File: config.mk
export PLATFORM = sky130hd
export DESIGN_NAME = encoder8x3_queue
export DESIGN_NICKNAME = d
export VERILOG_FILES = /design/src/rtl/encoder8x3_pkg.sv /design/src/rtl/encoder8x3_queue_pri_enc8.sv /design/src/rtl/encoder8x3_queue.sv
export SDC_FILE = /design/constraint.sdc
export NUM_CORES = 1
export LEC_CHECK = 0
export BUFFER_PORTS_ARGS = -buffer_cell sky130_fd_sc_hd__buf_4
export CAP_MARGIN = 20
export CORE_MARGIN = 5
export CORE_UTILIZATION = 57
export CTS_BUF_LIST = sky130_fd_sc_hd__clkbuf_8
export DETAILED_ROUTE_END_ITERATION = 16
export GPL_ROUTABILITY_DRIVEN = 0
export PLACE_DENSITY = 0.85
export SYNTH_ARGS = -nofsm -noshare
export SYNTH_HDL_FRONTEND = slang
export SYNTH_SLANG_ARGS = --single-unit
File: constraint.sdc
create_clock -name clk -period 5.1 [get_ports clk]
set_clock_uncertainty 0.15 [all_clocks]
set_input_delay 0.51 -clock clk [delete_from_list [all_inputs] [get_ports clk]]
set_output_delay 0.51 -clock clk [all_outputs]
set_load 0.02 [all_outputs]
File: src/rtl/encoder8x3_pkg.sv
// Shared constants, controller state encoding and helpers for the 8->3 request queue.
package encoder8x3_pkg;

  localparam int NUM_REQ = 8;
  localparam int CODE_W  = 3;
  localparam int CNT_W   = 4;

  typedef enum logic {
    EMPTY = 1'b0,
    HOLD  = 1'b1
  } state_t;

  function automatic logic [CNT_W-1:0] popcount(input logic [NUM_REQ-1:0] v);
    logic [CNT_W-1:0] cnt;
    cnt = '0;
    for (int i = 0; i < NUM_REQ; i++) begin
      cnt = cnt + CNT_W'(v[i]);
    end
    return cnt;
  endfunction

endpackage

File: src/rtl/encoder8x3_queue_pri_enc8.sv
// Combinational 8->3 priority encoder; HI_FIRST selects whether D7 or D0 wins.
module pri_enc8
  import encoder8x3_pkg::*;
#(
  parameter int HI_FIRST = 1
) (
  input  logic [NUM_REQ-1:0] i_req,
  output logic [CODE_W-1:0]  o_idx,
  output logic               o_any
);

  // Scan toward the winning end so the last hit seen is the highest priority.
  always_comb begin
    o_idx = '0;
    o_any = |i_req;
    if (HI_FIRST != 0) begin
      for (int i = 0; i < NUM_REQ; i++) begin
        if (i_req[i]) o_idx = i[CODE_W-1:0];
      end
    end else begin
      for (int i = NUM_REQ - 1; i >= 0; i--) begin
        if (i_req[i]) o_idx = i[CODE_W-1:0];
      end
    end
  end

endmodule

File: src/rtl/encoder8x3_queue.sv
// Edge-captured request queue: rising request lines are latched as pending and
// served one code at a time in priority order through a valid/ready output slot.
module encoder8x3_queue
  import encoder8x3_pkg::*;
#(
  parameter int HI_FIRST = 1
) (
  input  logic               clk,
  input  logic               rst_n,
  input  logic [NUM_REQ-1:0] d,
  output logic [CODE_W-1:0]  code,
  output logic               valid,
  input  logic               ready,
  output logic [CNT_W-1:0]   pend_cnt,
  output logic               drop,
  output logic               idle
);

  logic [NUM_REQ-1:0] r_d_q;
  logic [NUM_REQ-1:0] r_pending;
  logic [CODE_W-1:0]  r_code;
  logic [CNT_W-1:0]   r_cnt;
  logic               r_drop;
  state_t             r_state;

  state_t             w_state_next;
  logic [NUM_REQ-1:0] w_rise;
  logic [NUM_REQ-1:0] w_clr;
  logic [NUM_REQ-1:0] w_pend_next;
  logic [CODE_W-1:0]  w_win_idx;
  logic               w_win_any;
  logic               w_slot_free;
  logic               w_load;
  logic               w_drop;

  pri_enc8 #(
    .HI_FIRST (HI_FIRST)
  ) u_pri_enc8 (
    .i_req (r_pending),
    .o_idx (w_win_idx),
    .o_any (w_win_any)
  );

  assign w_rise      = d & ~r_d_q;
  assign w_slot_free = ~valid | ready;
  assign w_load      = w_slot_free & w_win_any;

  always_comb begin
    w_clr = '0;
    if (w_load) w_clr[w_win_idx] = 1'b1;
  end

  // A rise on a bit being loaded re-sets it; a rise on an untouched pending bit is lost.
  assign w_pend_next = (r_pending & ~w_clr) | w_rise;
  assign w_drop      = |(w_rise & r_pending & ~w_clr);

  always_ff @(posedge clk or negedge rst_n) begin
    if (!rst_n) begin
      r_d_q     <= '0;
      r_pending <= '0;
      r_cnt     <= '0;
      r_drop    <= 1'b0;
      r_code    <= '0;
    end else begin
      r_d_q     <= d;
      r_pending <= w_pend_next;
      r_cnt     <= popcount(w_pend_next);
      r_drop    <= w_drop;
      if (w_load) r_code <= w_win_idx;
    end
  end

  always_ff @(posedge clk or negedge rst_n) begin
    if (!rst_n) r_state <= EMPTY;
    else        r_state <= w_state_next;
  end

  // Stay in HOLD while stalled or reloading; fall to EMPTY only when nothing is loaded.
  always_comb begin
    w_state_next = r_state;
    case (r_state)
      EMPTY:   if (w_load) w_state_next = HOLD;
      HOLD:    if (ready && !w_win_any) w_state_next = EMPTY;
      default: w_state_next = EMPTY;
    endcase
  end

  always_comb begin
    valid = (r_state == HOLD);
  end

  assign code     = r_code;
  assign pend_cnt = r_cnt;
  assign drop     = r_drop;
  assign idle     = (r_pending == '0) & ~valid;

endmodule

==> qor.txt, run 1 <==
Run status: finished, final reports clean
Die area: 3096 sq um
Worst Path Arrival: 4030 ps
Highest metal layer with signal wires: met4
First-iteration detailed-routing DRC count: 10
Vias in the first global route: 894
Share of cells above drive strength 1: 19.70%
TritonCTS clock tree: yes
Yosys warns: 0
Area delta synth->final: 20.23%
Power per unit of standard cell area: 354.5 nW/um^2
Synthesized cell area: 1187 sq um
Required time of the critical path: 5120 ps
Critical R2R Launch: r_pending[7]
Via Count: 888
DR WL met3: 133 microns
H-Tree Level Count: 1
Setup repair after global routing missed its margin: false
CP max-delay cell: sky130_fd_sc_hd__fa_1
Total global routing track utilization: 16.48%
Total Nets Final: 151
Async set-or-reset flop fraction in the synthesized netlist: 100.0%
Slew at the pin with the worst max-slew slack: 484.8 ps
Number of distinct library cells after synthesis: 31
Kind of end point of the critical path: flip-flop
Global route total overflow: 0
Die Span Y: 55.64 microns
Effective utilization at floorplan: 59.91%
Total length of routed wires: 2268 microns
Global-route wire length before repair: 4029 microns
Area of the core: 1982 sq um
Peak VDD IR: 0.3114 mV
Clock insertion delay at the later pin of the skew report: 270 ps
Min-Delay Path Class: primary input to flip-flop
Hold Crit Start: d[7]
Routed length on met2: 1070 microns
Largest net degree at the start of global routing: 26
Initial antenna violation count: 0
Placed standard-cell area: 1371 sq um
Gates resized, CTS repair: 0
Proportion of synthesized chip area in sequential cells: 52.69%
Static leakage power: 0.6803 nW
Slack of the worst reg-to-reg path: 1090 ps
Total power of the final layout: 0.5061 mW
Mean number of vias per cell: 5.585
Number of cells produced by synthesis: 107
Root Buffer Master: sky130_fd_sc_hd__clkbuf_8
Top-area cell type share of the netlist area: 52.69%
Worst path max stage delay: 550 ps
Worst-case headroom to the max-slew limit: 67.61%
Post-synth EDFFs: 0
Most common cell in the synthesized netlist: sky130_fd_sc_hd__dfrtp_1
Cell type contributing the most total cell area after synthesis: sky130_fd_sc_hd__dfrtp_1
R2R depth: 13
CP Capture Point: pend_cnt[1]
Cell types with the largest area share after synthesis: sky130_fd_sc_hd__dfrtp_1 53%, sky130_fd_sc_hd__fa_1 6.7%, sky130_fd_sc_hd__inv_1 6.0%, sky130_fd_sc_hd__ha_1 3.2%, sky130_fd_sc_hd__nand2b_1 2.6%
Wire length per cell: 14.26 microns
Max Clock Freq: 0.2492 GHz
Avg Synthesized Cell Area: 11.10 sq um
Category of the most critical setup path: flip-flop to flip-flop
Seq cells post-synth: 25
Clock transition time at the flip-flop clock pins of the worst setup and hold paths: 80 ps
Clock buffers created by TritonCTS: 3
Final period utilization: 78.70%
Chip Width: 55.64 microns
Fin. max-slew vios: 0
Total area of sequential cells: 625.6 sq um
Maximum fanout along the worst path: 8
Antenna violation net count after detailed routing: 0
HPWL after detailed placement: 1737 microns
Worst setup path startpoint: r_pending[7]
Number of sinks driven by the clock tree: 25
Setup TNS: 0 ps
Number of max-cap violations: 0
Commonest cells post-synth: 25 x sky130_fd_sc_hd__dfrtp_1, 19 x sky130_fd_sc_hd__inv_1, 5 x sky130_fd_sc_hd__a21oi_1, 5 x sky130_fd_sc_hd__nand2_1, 5 x sky130_fd_sc_hd__nand2b_1
Buffer depth of the longest clock path: 2
Floorplan row count: 16
Total of endpoints with negative setup slack in the final report: 0
Detailed Routing Iterations Pass 1: 4
Multi-input combinational cell area: 490.5 sq um
Buffers on Ports: 20
Final number of hold-violating endpoints: 0
Critical register-to-register path endpoint: pend_cnt[1]
Length of routed wiring on met1: 1022 microns
Final design instance area without fill: 1428 sq um
Fill cells: 147
Ports placed on the boundary: 21
Top_reg_cell synth: sky130_fd_sc_hd__dfrtp_1
Crit path launch type: flip-flop
Count of unresolved DRC violations after routing: 0
Nets in the synthesized netlist: 125
Critical path, cell by cell: nor4_4 -> nand3_1 -> nor2_1 -> o22ai_1 -> fa_1 -> inv_1 -> fa_1 -> fa_1 -> inv_1 -> ha_1 -> inv_1 -> fa_1 -> inv_1
Antenna diode count: 0
Min Tclk post-route: 4014 ps
==> metrics by stage <==
stage | hold WS (ps) | util [%] | instances | setup slack, ps
2_1_floorplan | 64.41 | - | 107 | 1415
3_3_place_gp | 274.5 | 69.19 | 154 | 1256
3_5_place_dp | 276.3 | 69.19 | 154 | 1149
4_1_cts | 199.6 | 72.03 | 159 | 1115
5_1_grt | 194.1 | 72.03 | 159 | 884.6
6_report | 203.3 | 72.03 | 159 | 1086
==> critical path: cells and delay by family, from the launching register on <==
family | cells | cell delay (ps)
fa+ha+maj | 5 | 2100
buf+inv | 4 | 220
flops | 1 | 470
compound gates | 1 | 140
simple gates | 3 | 830
==> routing by layer <==
| metal | GRT usage (%) | up-vias |
|---|---|---|
| li1 | - | 412 |
| met1 | 21.92 | 449 |
| met2 | 25.17 | 22 |
| met3 | 4.408 | 5 |
| met4 | 7.292 | 0 |
| met5 | 0 | - |
==> sequential cells by signal, summed over array words and instances (netlist names) <==
register and flops:
code 3, drop 1, pend_cnt 4, r_d_q 8
r_pending 8, valid 1
==> where the power goes <==
part           switching (mW)  internal (mW)
registers              0.0167          0.226
clock network          0.0598         0.0546
logic                  0.0818         0.0676
total                   0.158          0.348
==> how the worst min path moves through the flow <==
stage,endpoint,cells past startpoint
after floorplan,code[0],0
after global placement,r_d_q[1],1
after detailed placement,valid,1
after CTS,r_d_q[7],1
after global routing,r_d_q[3],1
final,r_d_q[7],1
==> cell type report <==
cell class / count / share of cell area [%]
tap: 27 / 2.366
multi-input combinational: 63 / 34.36
clock inverter: 1 / 0.3506
clock buffer: 3 / 2.892
inverter: 19 / 4.996
timing repair buffer: 21 / 11.22
sequential: 25 / 43.82
==> cells in the final DEF, fill, tap and decap left out, types with 2 or more instances in the layout <==
master                     synthesis  layout
sky130_fd_sc_hd__and3b_1           3       3
sky130_fd_sc_hd__nand2_1           5       5
sky130_fd_sc_hd__a21oi_1           5       5
sky130_fd_sc_hd__nor2_1            4       4
sky130_fd_sc_hd__nand2b_1          5       5
sky130_fd_sc_hd__a41oi_1           2       2
sky130_fd_sc_hd__dfrtp_1          25      25
sky130_fd_sc_hd__inv_1            19      19
sky130_fd_sc_hd__fa_1              4       4
sky130_fd_sc_hd__clkbuf_8          0       3
sky130_fd_sc_hd__o22ai_1           3       3
sky130_fd_sc_hd__nor2b_1           4       4
sky130_fd_sc_hd__buf_4             0      20
sky130_fd_sc_hd__o21a_1            2       2
sky130_fd_sc_hd__o21bai_1          2       2
sky130_fd_sc_hd__o21ai_0           4       4
sky130_fd_sc_hd__ha_1              3       3
sky130_fd_sc_hd__and2_1            2       2
==> kinds of logic after synthesis <==
logic type / Yosys count / share of synthesized area [%]
AOI/OAI and AO/OA: 25 / 14.44
xor gates and xnor gates: 1 / 0.7378
adders and majority gates: 7 / 9.906
buffers and inverters: 19 / 6.006
DFF: 25 / 52.69
and+or+nand+nor: 30 / 16.23
==> repair_timing <==
item                                   in CTS  in global routing
hold buffers                                1                  0
buffers inserted                            0                  0
endpoints found under the hold margin      25                  0
setup endpoints to repair                   0                  0
Power figures use the tool's default switching activity.
==> run 2: changes to the inputs <==
--- a/config.mk
+++ b/config.mk
@@ -5,14 +5,15 @@
 export SDC_FILE = /design/constraint.sdc
 export NUM_CORES = 1
 export LEC_CHECK = 0
+export ABC_AREA = 1
 export BUFFER_PORTS_ARGS = -buffer_cell sky130_fd_sc_hd__buf_4
 export CAP_MARGIN = 20
 export CORE_MARGIN = 5
-export CORE_UTILIZATION = 57
+export CORE_UTILIZATION = 52
 export CTS_BUF_LIST = sky130_fd_sc_hd__clkbuf_8
 export DETAILED_ROUTE_END_ITERATION = 16
 export GPL_ROUTABILITY_DRIVEN = 0
-export PLACE_DENSITY = 0.85
+export PLACE_DENSITY = 0.82
 export SYNTH_ARGS = -nofsm -noshare
 export SYNTH_HDL_FRONTEND = slang
 export SYNTH_SLANG_ARGS = --single-unit
==> constraint.sdc (replaced) <==
create_clock -name clk -period 3.4 [get_ports clk]
set_clock_uncertainty 0.15 [all_clocks]
set_input_delay 0.34 -clock clk [delete_from_list [all_inputs] [get_ports clk]]
set_output_delay 0.34 -clock clk [all_outputs]
set_load 0.02 [all_outputs]
==> run 2 against run 1 <==
The flow now finishes with violations (setup timing). Clock-buffer cell count unchanged. Highest routed layer unchanged. Total power increased by 82%. Synthesized cell count is 33% higher. First-iteration DRC count increased to 4.7 times the previous value. Critical path type unchanged.
==> qor.txt, run 2 <==
R2R depth: 17 (+4)
Nets in the synthesized netlist: 160 (+28%)
Post-synth EDFFs: 0 (unchanged)
Chip Width: 59.10 microns (+6.2%)
Final Util: 79.47% (+7.4 points)
Total Nets Final: 212 (+40%)
Power per unit of standard cell area: 513.0 nW/um^2 (+45%)
Number of cells produced by synthesis: 142 (+33%)
Number of distinct library cells after synthesis: 21 (-32%)
Min Tclk post-route: 3738 ps (-275.3 ps)
Hold Path Depth: 1 (unchanged)
Largest net degree at the start of global routing: 26 (unchanged)
Worst setup slack before clock tree synthesis: -306.4 ps (-1455 ps)
Ports placed on the boundary: 21 (unchanged)
Async set-or-reset flop fraction in the synthesized netlist: 100.0% (unchanged)
Most common cell after layout, fill and taps aside: sky130_fd_sc_hd__buf_4
Kind of end point of the critical path: flip-flop
Static leakage power: 0.9601 nW (+41%)
Required time of the critical path: 3430 ps (-1690 ps)
Clock buffers created by TritonCTS: 3 (unchanged)
Top-area cell type share of the netlist area: 49.90% (-2.8 points)
Highest-count cells in the layout ignoring fill and taps: 45 x sky130_fd_sc_hd__buf_4, 25 x sky130_fd_sc_hd__dfrtp_1, 22 x sky130_fd_sc_hd__inv_1
Fill cells: 135 (-8.2%)
Yosys warns: 0 (unchanged)
Total area of sequential cells: 625.6 sq um (unchanged)
Cell type contributing the most total cell area after synthesis: sky130_fd_sc_hd__dfrtp_1
Final number of hold-violating endpoints: 0 (unchanged)
Antenna diode count: 0 (unchanged)
Run status: finished with violations
Multiplexer share of the synthesized area: 0% (unchanged)
Area share of fa/ha/maj cells after synthesis: 9.381% (-0.52 points)
Total global routing track utilization: 19.54% (+3.1 points)
Buffer depth of the longest clock path: 2 (unchanged)
Effective utilization at floorplan: 55.60% (-4.3 points)
Critical register-to-register path endpoint: pend_cnt[1]
Vias in the first global route: 1,135 (+27%)
Slack of the worst reg-to-reg path: -340 ps (-1420 ps)
Global-route wire length before repair: 5071 microns (+26%)
Number of max-cap violations: 0 (unchanged)
Die area: 3493 sq um (+13%)
Top_reg_cell synth: sky130_fd_sc_hd__dfrtp_1
Fin. max-slew vios: 0 (unchanged)
Worst Setup Slack, final: -338.2 ps (-1425 ps)
Die Span Y: 59.10 microns (+6.2%)
Critical R2R Launch: r_pending[1]
Final design instance area without fill: 1792 sq um (+26%)
Number of sinks driven by the clock tree: 25 (unchanged)
Floorplan row count: 17 (+1)
Endpoint of the worst hold path: r_d_q[4]
Buffers on Ports: 20 (unchanged)
Proportion of synthesized chip area in sequential cells: 49.90% (-2.8 points)
Clock insertion delay at the later pin of the skew report: 270 ps (about the same)
Violations in the final reports: setup timing
Detailed Routing Iterations Pass 1: 4 (unchanged)
Wire length per cell: 15.38 microns (+7.8%)
First-iteration detailed-routing DRC count: 47 (+37)
Most common cell in the synthesized netlist: sky130_fd_sc_hd__nand2_1
Share of cells above drive strength 1: 46.11% (+26 points)
Peak VDD IR: 0.5957 mV (+91%)
Min-Delay Path Class: primary input to flip-flop
Combinational family with the most area after synthesis: simple AND/OR/NAND/NOR gates
TritonCTS clock tree: yes
H-Tree Level Count: 1 (unchanged)
Count of unresolved DRC violations after routing: 0 (unchanged)
Initial antenna violation count: 0 (unchanged)
Maximum fanout along the worst path: 4 (-4)
Worst Path Arrival: 3770 ps (-260 ps)
Category of the most critical setup path: flip-flop to flip-flop
Final period utilization: 109.9% (+31 points)
Slew at the pin with the worst max-slew slack: 539.4 ps (+54.57 ps)
Setup repair after global routing missed its margin: true
Mean number of vias per cell: 5.222 (-6.5%)
Setup TNS: -728.3 ps (-728.3 ps)
Crit path launch type: flip-flop
Clock transition time at the flip-flop clock pins of the worst setup and hold paths: 90 ps (about the same)
Area of the core: 2255 sq um (+14%)
Seq cells post-synth: 25 (unchanged)
Global route total overflow: 0 (unchanged)
Multi-input combinational cell area: 603.1 sq um (+23%)
Cell types with the largest area share after synthesis: sky130_fd_sc_hd__dfrtp_1 50%, sky130_fd_sc_hd__nand2_1 8.1%, sky130_fd_sc_hd__inv_1 7.5%, sky130_fd_sc_hd__fa_1 6.4%, sky130_fd_sc_hd__nor2_1 4.5%
Commonest cells post-synth: 27 x sky130_fd_sc_hd__nand2_1, 25 x sky130_fd_sc_hd__dfrtp_1, 25 x sky130_fd_sc_hd__inv_1
Total of endpoints with negative setup slack in the final report: 3 (+3)
Hold Crit Start: d[4]
HPWL after detailed placement: 2127 microns (+22%)
Area fraction in and, or, nand and nor cells after synthesis: 24.25% (+8.0 points)
Max Clock Freq: 0.2675 GHz (+7.4%)
Synthesized cell area: 1254 sq um (+5.6%)
Total length of routed wires: 3398 microns (+50%)
Share of the synthesized netlist area taken by xor and xnor gates: 0.6986% (-0.039 points)
Placed standard-cell area: 1568 sq um (+14%)
Via Count: 1,154 (+30%)
Area delta synth->final: 42.91%
Root Buffer Master: sky130_fd_sc_hd__clkbuf_8
Worst-case headroom to the max-slew limit: 63.66% (-4.0 points)
Complex-gate fraction of the synthesized area: 5.888% (-8.5 points)
Avg Synthesized Cell Area: 8.829 sq um (-20%)
Antenna violation net count after detailed routing: 0 (unchanged)
==> run 2: cell types whose count changed after synthesis, sizes merged, moves of 3 or more <==
cell    change
nand3      +10
nor2b       -4
inv        +14
nand2b      -5
nand2      +27
and3b       -3
nand4       +3
nor2       +14
==> run 2: where the power goes <==
part           internal [mW]  total [mW]  leakage, nW  switching (mW)
logic                  0.181       0.383        0.664           0.202
registers              0.341       0.360        0.270          0.0192
clock network         0.0810       0.176       0.0269          0.0949
==> run 2: worst max-delay path, stage by stage, from the launching register on <==
cell                      delay [ps]
sky130_fd_sc_hd__dfrtp_1         440
sky130_fd_sc_hd__nand2_2          90
sky130_fd_sc_hd__nand2_2          60
sky130_fd_sc_hd__nand2_2          70
sky130_fd_sc_hd__nand2_2          80
sky130_fd_sc_hd__nand2_2          90
sky130_fd_sc_hd__nand2_2          70
sky130_fd_sc_hd__nor2_4          150
sky130_fd_sc_hd__o21ai_4          80
sky130_fd_sc_hd__fa_1            560
sky130_fd_sc_hd__inv_2            40
sky130_fd_sc_hd__fa_1            500
sky130_fd_sc_hd__fa_1            440
sky130_fd_sc_hd__inv_2           100
sky130_fd_sc_hd__ha_4            140
sky130_fd_sc_hd__inv_2            40
sky130_fd_sc_hd__fa_2            520
sky130_fd_sc_hd__inv_2            30
==> run 2: final cells by class <==
| cell class | instances | share of cell area (%) |
|---|---|---|
| Tap cell | 28 | 1.955 |
| Timing Repair Buffer | 47 | 20.04 |
| Clock inverter | 1 | 0.2095 |
| Clock buffer | 3 | 2.304 |
| Sequential cell | 25 | 34.92 |
| Multi-Input combinational cell | 84 | 33.66 |
| Inverter | 33 | 6.913 |
==> run 2: logic make-up (layout without fill, tap and decap cells) <==
| logic type | Yosys count | count (layout) |
|---|---|---|
| adders and majority gates | 7 | 7 |
| xor gates and xnor gates | 1 | 1 |
| DFF | 25 | 25 |
| AOI/OAI and AO/OA | 12 | 12 |
| and+or+nand+nor | 64 | 64 |
| buffers and inverters | 33 | 84 |
==> run 2: stage by stage <==
step	hold WS [ps]	std cells	power, mW
final	28.13	221	0.9191
after detailed placement	109.6	206	0.6483
after global routing	16.38	221	0.9826
after floorplan	-105.6	142	0.5253
after CTS	27.39	216	0.8412
after global placement	106.1	206	0.6359
==> run 2: per-layer routing <==
layer	vias up	track usage [%]	wire, microns
li1	535	-	-
met1	557	24.03	1272
met2	50	32.18	1851
met3	12	4.139	208
met4	0	10.03	65
met5	-	0	0
==> run 2: what timing repair did <==
item                                   4_1_cts  5_1_grt
hold buffers                                 1        0
setup buffers                                5        5
endpoints found under the hold margin       25        0
setup endpoints to repair                    2        3
resized for setup                           11       16
pin swaps                                    3        6
==> run 2: worst max-delay path by stage <==
stage | start | to | cells after the start
final | r_pending[1] | pend_cnt[1] | 17
after detailed placement | r_pending[4] | pend_cnt[2] | 15
after global routing | r_pending[3] | pend_cnt[1] | 16
after global placement | r_pending[7] | pend_cnt[1] | 15
after floorplan | r_pending[7] | pend_cnt[2] | 15
after CTS | r_pending[5] | pend_cnt[1] | 15
